===== src/rtl/temp_uart_pkg.sv =====
// Shared constants and types for the temperature-to-UART line reporter.
package temp_uart_pkg;

  localparam logic [7:0] ASCII_PLUS  = 8'h2B;
  localparam logic [7:0] ASCII_MINUS = 8'h2D;
  localparam logic [7:0] ASCII_SPACE = 8'h20;
  localparam logic [7:0] ASCII_DOT   = 8'h2E;
  localparam logic [7:0] ASCII_CR    = 8'h0D;
  localparam logic [7:0] ASCII_LF    = 8'h0A;
  localparam logic [7:0] ASCII_ZERO  = 8'h30;

  localparam int FRAME_LEN = 8;

  typedef enum logic [2:0] {
    ST_IDLE,
    ST_SNAP,
    ST_CONV,
    ST_SEND,
    ST_WAIT_ACK,
    ST_WAIT_DONE,
    ST_FINISH
  } state_t;

endpackage


===== src/rtl/bin2bcd_seq.sv =====
// Sequential double-dabble: 9-bit binary to three BCD digits in 9 shift cycles.
module bin2bcd_seq (
  input  logic       clk,
  input  logic       reset,
  input  logic       start,
  input  logic [8:0] bin,
  output logic       done,
  output logic [3:0] hundreds,
  output logic [3:0] tens,
  output logic [3:0] ones
);

  logic [8:0]  shift_reg;
  logic [11:0] bcd;
  logic [11:0] bcd_adj;
  logic [3:0]  count;

  for (genvar gi = 0; gi < 3; gi++) begin : g_adj
    assign bcd_adj[gi*4 +: 4] = (bcd[gi*4 +: 4] >= 4'd5) ? bcd[gi*4 +: 4] + 4'd3
                                                          : bcd[gi*4 +: 4];
  end

  always_ff @(posedge clk or posedge reset) begin
    if (reset) begin
      shift_reg <= '0;
      bcd       <= '0;
      count     <= '0;
    end else if (start) begin
      shift_reg <= bin;
      bcd       <= '0;
      count     <= 4'd9;
    end else if (count != 4'd0) begin
      {bcd, shift_reg} <= {bcd_adj[10:0], shift_reg, 1'b0};
      count            <= count - 4'd1;
    end
  end

  // High during the final shift cycle; digits are valid from the next cycle on.
  assign done     = (count == 4'd1);
  assign hundreds = bcd[11:8];
  assign tens     = bcd[7:4];
  assign ones     = bcd[3:0];

endmodule


===== src/rtl/temp_uart_reporter.sv =====
// Snapshots the sensor word, formats it as "+HTO.F\r\n" and streams it into a UART transmitter.
module temp_uart_reporter
  import temp_uart_pkg::*;
#(
  parameter int PERIOD_CYCLES = 100_000_000,
  parameter int CW            = 27
) (
  input  logic        clk,
  input  logic        reset,
  input  logic        enable,
  input  logic        trig,
  input  logic [15:0] temp_data,
  input  logic        tx_busy,
  output logic [7:0]  tx_data,
  output logic        tx_start,
  output logic        busy,
  output logic        frame_done
);

  state_t      state;
  logic [CW-1:0] period_cnt;
  logic        wrap;
  logic        request;
  logic        pending;
  logic        sign;
  logic [3:0]  fdig;
  logic [2:0]  idx;
  logic [12:0] t;
  logic [12:0] mag;
  logic [7:0]  frac_x10;
  logic        bcd_start;
  logic        bcd_done;
  logic [3:0]  hundreds;
  logic [3:0]  tens;
  logic [3:0]  ones;
  logic [7:0]  frame_byte;
  logic        unused_bits;

  assign wrap    = enable && (period_cnt == CW'(PERIOD_CYCLES - 1));
  assign request = trig || wrap;

  always_ff @(posedge clk or posedge reset) begin
    if (reset)
      period_cnt <= '0;
    else if (!enable || wrap)
      period_cnt <= '0;
    else
      period_cnt <= period_cnt + 1'b1;
  end

  // Magnitude is 13-bit unsigned so the most negative code -4096 maps to 4096.
  assign t         = temp_data[15:3];
  assign mag       = t[12] ? (~t + 13'd1) : t;
  assign frac_x10  = {4'd0, mag[3:0]} * 8'd10;
  assign bcd_start = (state == ST_SNAP);
  assign unused_bits = ^{temp_data[2:0], frac_x10[3:0]};

  bin2bcd_seq u_bcd (
    .clk      (clk),
    .reset    (reset),
    .start    (bcd_start),
    .bin      (mag[12:4]),
    .done     (bcd_done),
    .hundreds (hundreds),
    .tens     (tens),
    .ones     (ones)
  );

  always_comb begin
    frame_byte = ASCII_LF;
    case (idx)
      3'd0: frame_byte = sign ? ASCII_MINUS : ASCII_PLUS;
      3'd1: frame_byte = (hundreds == 4'd0) ? ASCII_SPACE : (ASCII_ZERO | {4'd0, hundreds});
      3'd2: frame_byte = (hundreds == 4'd0 && tens == 4'd0) ? ASCII_SPACE
                                                             : (ASCII_ZERO | {4'd0, tens});
      3'd3: frame_byte = ASCII_ZERO | {4'd0, ones};
      3'd4: frame_byte = ASCII_DOT;
      3'd5: frame_byte = ASCII_ZERO | {4'd0, fdig};
      3'd6: frame_byte = ASCII_CR;
      default: frame_byte = ASCII_LF;
    endcase
  end

  always_ff @(posedge clk or posedge reset) begin
    if (reset) begin
      state      <= ST_IDLE;
      pending    <= 1'b0;
      sign       <= 1'b0;
      fdig       <= 4'd0;
      idx        <= 3'd0;
      tx_data    <= 8'h00;
      tx_start   <= 1'b0;
      busy       <= 1'b0;
      frame_done <= 1'b0;
    end else begin
      tx_start   <= 1'b0;
      frame_done <= 1'b0;
      // One-deep request memory while a frame is in flight.
      if (request && state != ST_IDLE)
        pending <= 1'b1;
      case (state)
        ST_IDLE: begin
          if (request || pending) begin
            state   <= ST_SNAP;
            busy    <= 1'b1;
            pending <= 1'b0;
          end
        end
        ST_SNAP: begin
          sign  <= t[12];
          fdig  <= frac_x10[7:4];
          idx   <= 3'd0;
          state <= ST_CONV;
        end
        ST_CONV: begin
          if (bcd_done)
            state <= ST_SEND;
        end
        ST_SEND: begin
          if (!tx_busy) begin
            tx_data  <= frame_byte;
            tx_start <= 1'b1;
            state    <= ST_WAIT_ACK;
          end
        end
        ST_WAIT_ACK: begin
          if (tx_busy)
            state <= ST_WAIT_DONE;
        end
        ST_WAIT_DONE: begin
          if (!tx_busy) begin
            if (idx == 3'(FRAME_LEN - 1)) begin
              state <= ST_FINISH;
            end else begin
              idx   <= idx + 3'd1;
              state <= ST_SEND;
            end
          end
        end
        ST_FINISH: begin
          frame_done <= 1'b1;
          busy       <= 1'b0;
          state      <= ST_IDLE;
        end
        default: state <= ST_IDLE;
      endcase
    end
  end

endmodule

===== config.mk =====
export PLATFORM = sky130hd
export DESIGN_NAME = temp_uart_reporter
export DESIGN_NICKNAME = d
export VERILOG_FILES = /design/src/rtl/temp_uart_pkg.sv /design/src/rtl/bin2bcd_seq.sv /design/src/rtl/temp_uart_reporter.sv
export SDC_FILE = /design/constraint.sdc
export NUM_CORES = 1
export LEC_CHECK = 0
export ABC_AREA = 1
export ABC_CLOCK_PERIOD_IN_PS = 2000
export BUFFER_PORTS_ARGS = -buffer_cell sky130_fd_sc_hd__buf_2
export CAP_MARGIN = 20
export CORE_MARGIN = 10
export CORE_UTILIZATION = 55
export CTS_CLUSTER_DIAMETER = 60
export CTS_CLUSTER_SIZE = 40
export DETAILED_ROUTE_END_ITERATION = 7
export HOLD_SLACK_MARGIN = 0.02
export PLACE_DENSITY = 0.79
export RECOVER_POWER = 50
export REMOVE_ABC_BUFFERS = 1
export SYNTH_ARGS = -nofsm -noshare
export SYNTH_HDL_FRONTEND = slang
export SYNTH_SLANG_ARGS = --single-unit

===== constraint.sdc =====
create_clock -name clk -period 2 [get_ports clk]
set_input_delay 0.3 -clock clk [delete_from_list [all_inputs] [get_ports clk]]
set_output_delay 0.3 -clock clk [all_outputs]
set_load 0.01 [all_outputs]

Word level (Yosys, flattened, before mapping)
Cells that the tools add are included.

Input port bits: 21. Bits in registers: 75.

Order comparisons: 3. $mul: 1. Add/sub/neg operators: 7. Reductions and logical operators: 20. Bitwise gates (word level): 2. Mux-type cells: 33. Equality and inequality tests: 21.

Operators with widths (number): one-hot mux 6 bit (7 select lines) (1); two-way mux 3 bit (10); adder 27 x 1 -> 27 bit, second input constant (1); == test 27 bit, second input constant (1); two-way mux 27 bit (1); two-way mux 12 bit (2); == test 3 bit, second input constant (7); two-way mux 9 bit (2); one-hot mux 3 bit (6 select lines) (1); two-way mux 4 bit (4); adder 13 x 1 -> 13 bit, second input constant (1); two-way mux 13 bit (1); inverter 13 bit (1); == test 3 x 2 -> 1 bit, second input constant (4); greater-or-equal comparator 4 x 3 -> 1 bit, second input constant (3); inequality test 2 bit, second input constant (6); two-way mux 5 bit (2); adder 4 x 2 -> 4 bit, second input constant (2); logical NOT 4 bit (2); multiplier 4 x 3 -> 7 bit, second input constant (1); two-way mux 1 bit (7); == test 3 x 1 -> 1 bit, second input constant (2); logical NOT 3 bit (2); one-hot mux 3 bit (2 select lines) (1); other kinds (15) (22).

Logic depth before layout (Yosys ltp)
Gate-level depths: netlist (run 1).

Depth in word-level cells: 7. Gate-level depth with buffers: 12. Gate-level depth less buffers: 12.

Cells and area by module
A second synthesis (run 1) with hierarchy kept.

Cells, all modules: 610. Area, all modules: 4589.4 sq um.

By module, submodules not included: temp_uart_reporter (area an instance 3140.5 sq um, cells each 429, times used 1); bin2bcd_seq (area an instance 1448.9 sq um, cells each 181, times used 1).

Worst setup path after synthesis (run 1)
OpenSTA, ideal clock, no wires.

Path kind: input to register. From: input port temp_data[3]. To: register fdig[2]. Arrival time: 1.898 ns. Library setup time: 0.083 ns. Data required time: 1.917 ns. Cell stages on the path: 10. Path slack: 0.019 ns. Cell sequence: inv_1 ha_1 nand2_1 o21ai_0 ha_1 ha_1 inv_1 fa_1 xor2_1 o21ai_0.

Cells in the longest elaborated chain, start to end: 4.

RTL lines: from (decl) (RTL line temp_uart_reporter.sv:12) `input logic [15:0] temp_data,`; inverter 13 bit (RTL line temp_uart_reporter.sv:53) `assign mag = t[12] ? (~t + 13'd1) : t;`; adder 13 x 1 -> 13 bit (RTL line temp_uart_reporter.sv:53); two-way mux 13 bit (*) (RTL line temp_uart_reporter.sv:53); multiplier 4 x 3 -> 7 bit (*) (RTL line temp_uart_reporter.sv:54) `assign frac_x10 = {4'd0, mag[3:0]} * 8'd10;`; to (signal assigned) (RTL line temp_uart_reporter.sv:111) `fdig <= frac_x10[7:4];`; to (decl) (RTL line temp_uart_reporter.sv:26) `logic [3:0] fdig;`.

Mark *: on every way between the ends. The rest lies on a longest branch, timed or not. A chain may end at the register's enable or synchronous reset.

Worst setup path in the final report (run 1)
From: register period_cnt[0]. To: register state[0].

Cells in the longest elaborated chain, start to end: 6.

RTL lines: from (decl) (RTL line temp_uart_reporter.sv:21) `logic [CW-1:0] period_cnt;`; from (signal assigned) (RTL line temp_uart_reporter.sv:48) `period_cnt <= period_cnt + 1'b1;`; == test 27 bit (RTL line temp_uart_reporter.sv:39) `assign wrap = enable && (period_cnt == CW'(PERIOD_CYCLES - 1));`; logical AND 1 bit (RTL line temp_uart_reporter.sv:39); logical OR 1 bit (RTL line temp_uart_reporter.sv:40) `assign request = trig || wrap;`; logical OR 1 bit (RTL line temp_uart_reporter.sv:103) `if (request || pending) begin`; inequality test 2 bit (no source line); AND reduction 5 bit (no source line); to (signal assigned) (RTL line temp_uart_reporter.sv:104) `state <= ST_SNAP;`; to (signal assigned) (RTL line temp_uart_reporter.sv:113) `state <= ST_CONV;`; to (signal assigned) (RTL line temp_uart_reporter.sv:117) `state <= ST_SEND;`; to (decl) (RTL line temp_uart_reporter.sv:20) `state_t state;`.

Every way passes these cells.

==> metrics.md, run 1 <==
| Metric | Value |
|---|---|
| Core Area | `8220 um^2` |
| Avg WL per Cell | `13.7 um` |
| YS warnings | `0` |
| CTS tree | `done` |
| Crit path kind | `flip-flop to flip-flop` |
| Vias per inst | `5.44` |
| Final instance area | `5170 um^2` |
| Fin Setup TNS | `0 ns` |
| Crit. End Element | `flip-flop` |
| Layout area overhead | `11.4%` |
| Die X | `112 um` |
| Port Buffers | `26` |
| FFs w/ async S/R, synth | `1.00` |
| Layout cells sized above 1 | `0.153` |
| Synth area leaders | `dfrtp_1, nand2_1, inv_1` |
| Post-CTS Setup Bufs | `0` |
| Final min period | `1.82 ns` |
| # setup viols final | `0` |
| Share of Yosys cell area claimed by the top area cell type | `0.393` |
| First-pass DRT Iterations | `5` |
| Post-CTS resize count | `0` |
| HP Class | `primary input to flip-flop` |
| Clock latency on the worst-skew pair | `0.36 ns` |
| CTS clk-pin slew, worst paths | `0.08 ns` |
| CP Data Arrival Time | `2.07 ns` |
| Worst slack, placed | `-0.181 ns` |
| Max-slew headroom | `0.496` |
| Synth Cell Area | `4640 um^2` |
| Row count | `33` |
| Die Area | `12500 um^2` |
| Final Skew | `0.0123 ns` |
| Max cap viols | `0` |
| Starting Density | `0.565` |
| Unrepaired setup endpoints after global routing | `no` |
| H-tree Lvls | `3` |
| Final worst setup slack | `0.178 ns` |
| GRT Total Usage | `0.163` |
| Sequential share of the synthesized area | `0.393` |
| Via count | `4017` |
| CP required | `2.25 ns` |
| Synth cell count leaders | `nand2_1, dfrtp_1, inv_1, nor2_1, nand3_1` |
| Cells after Synth | `589` |
| Placer Congestion | `0.934` |
| Most used cell, CP | `nand2_1` |
| Placed Area | `4910 um^2` |
| DRC | `0` |
| Max stage delay on crit path | `0.44 ns` |
| Leading area contributor after synthesis | `dfrtp_1` |
| CTS sink cnt | `73` |
| Filler cells | `696` |
| Number of global-route vias before repair | `3901` |
| CP top delay family | `simple AND/OR/NAND/NOR gates` |
| Achievable Freq | `0.549 GHz` |
| Remaining Overflow, GRT | `0` |
| Clk buf depth | `2` |
| Most frequent cell after synthesis | `nand2_1` |
| WP buf/inv | `0` |
| Mean Syn Cell Area | `7.88 um^2` |
| Root Buffer | `clkbuf_8` |
| First-pass GRT wire length | `17400 um` |
| Dpl hpwl | `7590 um` |
| Largest register FFs | `27` |
| I/O Pins | `32` |
| Post-route ant nets | `0` |
| Hold Vio Cnt, Final | `0` |
| Worst vdd ir | `0.547 mV` |
| Overall Power | `0.00637 W` |
| Startpoint types | `flip-flop` |
| First DRT Iteration DRCs | `192` |
| Static Leak | `2.37 nW` |
| Distinct cells, synth | `45` |
| Diode count | `0` |
| TritonCTS Buffers | `9` |
| Post-synth EDFFs | `0` |
| Outcome | `finished, final reports clean` |
| WL final | `10100 um` |
| Pwr per Cell Area | `1230 nW/um^2` |
| Largest net degree at the start of global routing | `61` |
| CP cell instances | `ha_1 > nand3_4 > nor3_4 > nand4_1 > nand3_2 > nand2_1 > nand2_1 > nand2_1` |
| Die Ht | `112 um` |
| Worst Max-Slew Pin Slew | `0.756 ns` |
| Initial antenna violation count | `0` |
| #FFs+latches synth | `73` |
| CP max stage cell | `dfrtp_1` |
| Crit-path max FO | `8` |
| Final Slew Violations | `0` |
| Final #Nets | `672` |
| Part of the cycle the worst path needs | `0.911` |
| Most used flip-flop cell after synthesis | `dfrtp_1` |
-- area by class of cell --
cell class	count	area (um^2)	area share
Multi-Input combinational cell	426	2400	0.465
Sequential cell	73	1830	0.353
Inverter	80	305	0.0590
Timing Repair Buffer	39	228	0.0440
Clock buffer	11	151	0.0293
Tap cell	105	131	0.0254
Clock inverter	5	125	0.0242
-- where the power goes --
part	total, W	internal, W	switching (W)	leakage (nW)
logic	0.00257	0.000993	0.00158	1.29
registers	0.00222	0.00191	0.000312	0.938
clock network	0.00158	0.00102	0.000557	0.140
-- logic make-up (layout without fill, tap and decap cells) --
family          after synthesis  count (layout)  synth area share
fa+ha+maj                    22              22            0.0609
flops                        73              73             0.393
compound gates               80              80             0.114
other cells                   1               2          0.000808
simple gates                297             297             0.296
xor+xnor                     25              25            0.0472
buf+inv                      91             135            0.0878
-- repair_timing --
action / CTS / global route
setup endpoints to repair: 0 / 0
hold buffers: 1 / 0
hold endpoints to repair: 13 / 0
-- metrics by stage --
step / std cells / utilization / hold WS, ns
after detailed placement: 722 / 0.597 / 0.282
after floorplan: 579 / - / 0.375
after global routing: 739 / 0.630 / 0.257
final: 739 / 0.630 / 0.245
after global placement: 722 / 0.597 / 0.273
after CTS: 739 / 0.632 / 0.216
-- path summary, 6_finish.rpt --
kind / to / slack [ns] / start / cells after the start
max in group asynchronous: fdig[1]$_DFFE_PP0P_ / 0.33 / reset / 4
min: sign$_DFFE_PP0P_ / 0.24 / temp_data[15] / 3
min in group asynchronous: period_cnt[24]$_DFF_PP0_ / 0.52 / reset / 3
max reg2reg: state[0]$_DFFE_PP0P_ / 0.18 / period_cnt[0]$_DFF_PP0_ / 8
max: state[0]$_DFFE_PP0P_ / 0.18 / period_cnt[0]$_DFF_PP0_ / 8
min reg2reg: u_bcd.shift_reg[4]$_DFFE_PP0P_ / 0.49 / u_bcd.shift_reg[4]$_DFFE_PP0P_ / 2
-- layer usage --
layer	global-route usage	vias up	wire length, um
li1	-	1988	-
met1	0.207	1885	4640
met2	0.263	129	4710
met3	0.0370	15	600
met4	0.0651	0	177
met5	0	-	0
-- tightest hold or removal path, stage by stage --
cell and delay, ns:
buf_2 0.14, nand2_1 0.07, o21ai_0 0.06
-- cells in the final DEF, fill, tap and decap left out, types with 3 or more instances in the layout --
master	Yosys	routed
nand4_1	9	9
o21ai_1	4	4
buf_2	3	24
buf_4	3	12
xor2_1	21	21
or2_2	5	5
bufinv_16	0	4
inv_1	72	72
nor2_1	71	72
o22ai_2	11	11
inv_2	5	5
o21ai_0	33	33
ha_1	21	21
a21oi_1	13	13
a31oi_1	7	7
nor3_1	21	21
xnor2_1	4	4
clkbuf_8	0	11
nand3_1	36	36
nand2_1	132	132
dfrtp_1	73	73
nor3_2	4	4
nand2_2	3	3
No activity file was read; power rests on OpenSTA's default activity.
==> inputs of run 2 (changes only) <==
--- a/config.mk
+++ b/config.mk
@@ -6,7 +6,7 @@
 export NUM_CORES = 1
 export LEC_CHECK = 0
 export ABC_AREA = 1
-export ABC_CLOCK_PERIOD_IN_PS = 2000
+export ABC_CLOCK_PERIOD_IN_PS = 1600
 export BUFFER_PORTS_ARGS = -buffer_cell sky130_fd_sc_hd__buf_2
 export CAP_MARGIN = 20
 export CORE_MARGIN = 10
@@ -18,6 +18,7 @@
 export PLACE_DENSITY = 0.79
 export RECOVER_POWER = 50
 export REMOVE_ABC_BUFFERS = 1
+export SETUP_SLACK_MARGIN = 0.05
 export SYNTH_ARGS = -nofsm -noshare
 export SYNTH_HDL_FRONTEND = slang
 export SYNTH_SLANG_ARGS = --single-unit
==> constraint.sdc (replaced) <==
create_clock -name clk -period 1.6 [get_ports clk]
set_input_delay 0.24 -clock clk [delete_from_list [all_inputs] [get_ports clk]]
set_output_delay 0.24 -clock clk [all_outputs]
set_load 0.01 [all_outputs]
==> metrics.md, run 2 (synthesized netlist as in run 1, its figures left out) <==
| Metric | Value |
|---|---|
| Final worst setup slack | `0.00148 ns (-0.177 ns)` |
| Dpl hpwl | `7710 um (+1.5%)` |
| CP cell instances | `ha_2 > buf_4 > ha_4 > nand2_4 > nand2_2 > nor2_4 > buf_6 > o21ai_2` |
| Port Buffers | `26 (unchanged)` |
| RR Endpoint | `idx[1]$_DFFE_PP0P_` |
| Most frequent cells in the layout | `nand2_1, dfrtp_1, nor2_1, inv_1, buf_4` |
| Die X | `112 um (unchanged)` |
| R2R Setup Slk | `0.001 ns (-0.18 ns)` |
| Filler cells | `609 (-13%)` |
| Final instance area | `5810 um^2 (+12%)` |
| H-tree Lvls | `3 (unchanged)` |
| Largest net degree at the start of global routing | `74 (+21%)` |
| Grt met1 use | `0.218 (+0.0109)` |
| Max cap viols | `0 (unchanged)` |
| Sw Ratio | `0.405 (+0.0203)` |
| Switching power total | `0.00340 W (+39%)` |
| Crit-path max FO | `6 (-2)` |
| Die Ht | `112 um (unchanged)` |
| CP required | `1.84 ns (-0.41 ns)` |
| Worst Max-Slew Pin Slew | `0.934 ns (+0.178 ns)` |
| Avg WL per Cell | `14.8 um (+8.2%)` |
| Reg2reg path depth | `8 (unchanged)` |
| # setup viols final | `0 (unchanged)` |
| Layout area overhead | `25.1%` |
| Crit path launch | `idx[1]$_DFFE_PP0P_` |
| Overall Power | `0.00840 W (+32%)` |
| Number of placed cells counting well taps | `750 (+3.9%)` |
| Fin Setup TNS | `0 ns (unchanged)` |
| Remaining Overflow, GRT | `0 (unchanged)` |
| Die Area | `12500 um^2 (unchanged)` |
| I/O Pins | `32 (unchanged)` |
| Final Skew | `0.00955 ns (-0.00271 ns)` |
| Core Area | `8220 um^2 (unchanged)` |
| Number of global-route vias before repair | `4082 (+4.6%)` |
| Row count | `33 (unchanged)` |
| GRT met3 Usage | `0.0397 (+0.00268)` |
| Max stage delay on crit path | `0.42 ns (-0.02 ns)` |
| CP max stage cell | `dfrtp_1` |
| CTS sink cnt | `73 (unchanged)` |
| Achievable Freq | `0.626 GHz (+14%)` |
| Part of the cycle the worst path needs | `0.999 (+0.0882)` |
| Diode count | `0 (unchanged)` |
| WL final | `11600 um (+15%)` |
| Outcome | `finished, final reports clean` |
| Root Buffer | `clkbuf_8` |
| Final min period | `1.60 ns (-0.223 ns)` |
| Cell Int Power | `0.00500 W (+27%)` |
| Final #Nets | `717 (+6.7%)` |
| Final non-filler cell total | `784 (+6.1%)` |
| Placed Area | `5120 um^2 (+4.3%)` |
| Crit. End Element | `flip-flop` |
| Startpoint types | `flip-flop` |
| M2 GR Usage | `0.262 (-0.000777)` |
| Worst vdd ir | `0.764 mV (+40%)` |
| CTS clk-pin slew, worst paths | `0.08 ns (about the same)` |
| CP Data Arrival Time | `1.84 ns (-0.23 ns)` |
| Combinational Power Share | `0.488 (+0.084)` |
| Clk buf depth | `2 (unchanged)` |
| Worst slack, placed | `-0.523 ns (-0.342 ns)` |
| Hold Vio Cnt, Final | `0 (unchanged)` |
| Clock latency on the worst-skew pair | `0.35 ns (about the same)` |
| Max-slew headroom | `0.378 (-0.118)` |
| Reg power frac | `0.324 (-0.025)` |
| Post-route ant nets | `0 (unchanged)` |
| GRT Total Usage | `0.168 (+0.00471)` |
| Via count | `4311 (+7.3%)` |
| First-pass DRT Iterations | `5 (unchanged)` |
| Starting Density | `0.565 (unchanged)` |
| First DRT Iteration DRCs | `283 (+47%)` |
| Most Used Layer, Global Route | `met2` |
| Pwr per Cell Area | `1450 nW/um^2 (+17%)` |
| Clk pwr share | `0.188 (-0.060)` |
| Final Slew Violations | `0 (unchanged)` |
| Largest register FFs | `27 (unchanged)` |
| HP Class | `primary input to flip-flop` |
| Initial antenna violation count | `0 (unchanged)` |
| CTS tree | `done` |
| TritonCTS Buffers | `9 (unchanged)` |
| Most common cell after layout, fill and taps aside | `nand2_1` |
| Vias per inst | `5.50 (+1.2%)` |
| Worst Setup EP | `idx[1]$_DFFE_PP0P_` |
| Unrepaired setup endpoints after global routing | `yes` |
| Crit path kind | `flip-flop to flip-flop` |
| First-pass GRT wire length | `18100 um (+4.2%)` |
| Critical R2R Launch | `idx[1]$_DFFE_PP0P_` |
| Static Leak | `2.62 nW (+11%)` |
| Placer Congestion | `0.934 (about the same)` |
| DRC | `0 (unchanged)` |
| Layout cells sized above 1 | `0.300 (+0.147)` |
run 2: through the flow:
stage / util / hold WS (ns)
6_report: 0.707 / 0.166
5_1_grt: 0.707 / 0.155
4_1_cts: 0.657 / 0.149
3_5_place_dp: 0.623 / 0.357
3_3_place_gp: 0.623 / 0.354
2_1_floorplan: - / 0.315
run 2: critical path, delay by kind of cell, from the launching register on:
kind                       cells  cell delay [ns]
adders and majority gates      2             0.39
buffers and inverters          2             0.29
AOI/OAI and AO/OA              1             0.04
DFF                            1             0.42
and+or+nand+nor                3             0.36
run 2: worst min path at each step:
| stage | depth (start not counted) | slack, ns | to | from |
|---|---|---|---|---|
| finish | 2 | 0.17 | tx_start$_DFF_PP0_ | tx_busy |
| global route | 2 | 0.15 | tx_start$_DFF_PP0_ | tx_busy |
| CTS | 2 | 0.15 | tx_start$_DFF_PP0_ | tx_busy |
| detailed placement | 3 | 0.36 | period_cnt[20]$_DFF_PP0_ | reset |
| global placement | 3 | 0.35 | period_cnt[20]$_DFF_PP0_ | reset |
| floorplan | 1 | 0.31 | tx_start$_DFF_PP0_ | tx_busy |
run 2: power by group through the flow:
stage	sequential (W)	combinational, W	clock, W
4_1_cts	0.00271	0.00357	0.00160
3_3_place_gp	0.00272	0.00334	0
2_1_floorplan	0.00274	0.00241	0
6_report	0.00272	0.00410	0.00158
3_5_place_dp	0.00275	0.00349	0
5_1_grt	0.00279	0.00458	0.00168
run 2: repair_timing:
item | in CTS | in global routing
pin swaps | 11 | 17
hold buffers | 1 | 0
setup buffers | 1 | 16
endpoints found under the setup margin | 42 | 65
hold endpoints to repair | 73 | 0
gates resized for setup | 21 | 77
run 2: layer usage:
metal / vias up / part of all wire
met4: 0 / 0.029
met5: - / 0
li1: 2077 / -
met2: 150 / 0.47
met3: 39 / 0.066
met1: 2045 / 0.43
run 2: final cells by class:
type	instances	area (um^2)	share of cell area
clock buffers	10	128	0.0220
inverters	80	319	0.0549
flip-flops and latches	73	1830	0.315
repair buffers	84	603	0.104
well taps	105	131	0.0226
clock inverters	6	82.6	0.0142
multi-input cells	426	2720	0.468
==> inputs of run 3 (changes only) <==
--- a/config.mk
+++ b/config.mk
@@ -15,6 +15,7 @@
 export CTS_CLUSTER_SIZE = 40
 export DETAILED_ROUTE_END_ITERATION = 7
 export HOLD_SLACK_MARGIN = 0.02
+export MAX_ROUTING_LAYER = met4
 export PLACE_DENSITY = 0.79
 export RECOVER_POWER = 50
 export REMOVE_ABC_BUFFERS = 1
==> metrics.md, run 3 (synthesized netlist as in run 1, its figures left out) <==
| Metric | Value |
|---|---|
| Die X | `112 um (unchanged)` |
| Final #Nets | `713 (-0.56%)` |
| CTS clk-pin slew, worst paths | `0.08 ns (about the same)` |
| TritonCTS Buffers | `9 (unchanged)` |
| Worst slack, placed | `-0.601 ns (-0.0782 ns)` |
| WL final | `11800 um (+1.3%)` |
| CTS sink cnt | `73 (unchanged)` |
| Crit path kind | `primary input to flip-flop` |
| Post-route ant nets | `0 (unchanged)` |
| Diode count | `0 (unchanged)` |
| Hold Vio Cnt, Final | `0 (unchanged)` |
| Initial antenna violation count | `0 (unchanged)` |
| Worst vdd ir | `0.806 mV (+5.5%)` |
| Crit path launch | `temp_data[3]` |
| Critical R2R Launch | `idx[0]$_DFFE_PP0P_` |
| CP max stage cell | `fa_2` |
| Core Area | `8220 um^2 (unchanged)` |
| Avg WL per Cell | `15.1 um (+1.9%)` |
| Die Area | `12500 um^2 (unchanged)` |
| Remaining Overflow, GRT | `0 (unchanged)` |
| HP Start | `tx_busy` |
| WP buf/inv | `3 (+1)` |
| CP required | `1.83 ns (about the same)` |
| GRT Total Usage | `0.185 (+0.0168)` |
| Starting Density | `0.565 (unchanged)` |
| Final instance area | `5810 um^2 (about the same)` |
| Layout cells sized above 1 | `0.303 (+0.00223)` |
| Final min period | `1.61 ns (+0.00905 ns)` |
| Max stage delay on crit path | `0.53 ns (+0.11 ns)` |
| Max cap viols | `0 (unchanged)` |
| HP Class | `primary input to flip-flop` |
| Static Leak | `2.67 nW (+1.8%)` |
| Vias per inst | `5.49 (-0.13%)` |
| H-tree Lvls | `3 (unchanged)` |
| DRC | `0 (unchanged)` |
| Final worst setup slack | `-0.00757 ns (-0.00905 ns)` |
| Part of the cycle the worst path needs | `1.00 (+0.00566)` |
| Achievable Freq | `0.622 GHz (-0.56%)` |
| I/O Pins | `32 (unchanged)` |
| Clk buf depth | `2 (unchanged)` |
| Dpl hpwl | `8210 um (+6.6%)` |
| First-pass GRT wire length | `19200 um (+5.8%)` |
| Failing checks | `setup timing` |
| Crit-path max FO | `3 (-3)` |
| Number of placed cells counting well taps | `754 (+0.53%)` |
| Layout area overhead | `25.0% (about the same)` |
| Largest net degree at the start of global routing | `41 (-45%)` |
| CP Data Arrival Time | `1.84 ns (about the same)` |
| Outcome | `finished, violations left` |
| Unrepaired setup endpoints after global routing | `yes` |
| CP cell instances | `buf_8 > inv_8 > ha_4 > nand2_2 > o21ai_2 > ha_1 > ha_2 > inv_2 > fa_2 > o21ai_1` |
| Final non-filler cell total | `779 (-0.64%)` |
| Root Buffer | `clkbuf_8` |
| Max-slew headroom | `0.499 (+0.121)` |
| CP top delay family | `adder cells` |
| Most frequent cells in the layout | `nand2_1, dfrtp_1, nor2_1` |
| Startpoint types | `primary input` |
| Pwr per Cell Area | `1410 nW/um^2 (-2.3%)` |
| Clock latency on the worst-skew pair | `0.35 ns (about the same)` |
| Final Slew Violations | `0 (unchanged)` |
| Row count | `33 (unchanged)` |
| # setup viols final | `2 (+2)` |
| Most common cell after layout, fill and taps aside | `nand2_1` |
| CTS tree | `done` |
| Largest register FFs | `27 (unchanged)` |
| Via count | `4278 (-0.77%)` |
| First-pass DRT Iterations | `5 (unchanged)` |
| Final Skew | `0.0127 ns (+0.00312 ns)` |
| First DRT Iteration DRCs | `236 (-17%)` |
| Worst Max-Slew Pin Slew | `0.751 ns (-0.183 ns)` |
| Die Ht | `112 um (unchanged)` |
| Port Buffers | `26 (unchanged)` |
| Placer Congestion | `0.952 (+1.9%)` |
| Filler cells | `602 (-1.1%)` |
| Placed Area | `5150 um^2 (+0.59%)` |
| Number of global-route vias before repair | `4270 (+4.6%)` |
| Crit. End Element | `flip-flop` |
==> run 3: layer usage <==
layer | routed length [um] | GRT usage | vias to the layer above
li1 | - | - | 2077
met1 | 4970 | 0.221 | 2032
met2 | 5850 | 0.298 | 142
met3 | 708 | 0.0403 | 27
met4 | 240 | 0.0686 | 0
met5 | 0 | - | -
==> run 3: through the flow <==
| step | utilization | hold WS [ns] | power (W) | TNS, ns |
|---|---|---|---|---|
| global route | 0.707 | 0.147 | 0.00883 | -0.322 |
| detailed placement | 0.627 | 0.274 | 0.00626 | -1.53 |
| finish | 0.707 | 0.150 | 0.00820 | -0.00947 |
| global placement | 0.627 | 0.265 | 0.00607 | -0.975 |
| CTS | 0.665 | 0.142 | 0.00786 | 0 |
| floorplan | - | 0.315 | 0.00515 | -39.71 |
==> run 3: worst register-to-register path, delay by kind of cell (launching register included) <==
family	cells	cell delay [ns]
AOI/OAI and AO/OA	2	0.12
adders and majority gates	1	0.19
buffers and inverters	3	0.33
DFF	1	0.44
and+or+nand+nor	3	0.40
==> run 3: worst paths after layout <==
check,end,slack [ns],cells past startpoint
max,fdig[1]$_DFFE_PP0P_,-0.008,10
min,tx_start$_DFF_PP0_,0.15,2
max reg2reg,tx_data[0]$_DFFE_PP0P_,0,9
min reg2reg,u_bcd.shift_reg[2]$_DFFE_PP0P_,0.48,2
max in group asynchronous,u_bcd.shift_reg[6]$_DFFE_PP0P_,0.23,4
min in group asynchronous,period_cnt[16]$_DFF_PP0_,0.55,3
==> run 3: report_power, final <==
part           switching, W  internal, W  total [W]
combinational       0.00235      0.00161    0.00397
clock              0.000685     0.000793    0.00148
sequential         0.000365      0.00239    0.00276
total               0.00340      0.00480    0.00820
==> run 3: timing repair <==
item / CTS / global route
endpoints found under the hold margin: 17 / 0
buffers inserted: 4 / 5
hold buffers: 1 / 0
endpoints found under the setup margin: 19 / 62
pin swaps: 10 / 33
resized for setup: 28 / 92
==> run 3: cell type report <==
| cell class | count | area [um^2] | share of cell area |
|---|---|---|---|
| clock buffers | 12 | 155 | 0.0267 |
| inverters | 80 | 327 | 0.0562 |
| repair buffers | 80 | 569 | 0.0981 |
| clock inverters | 3 | 40.0 | 0.00690 |
| well taps | 105 | 131 | 0.0226 |
| flip-flops and latches | 73 | 1830 | 0.315 |
| multi-input cells | 426 | 2760 | 0.475 |
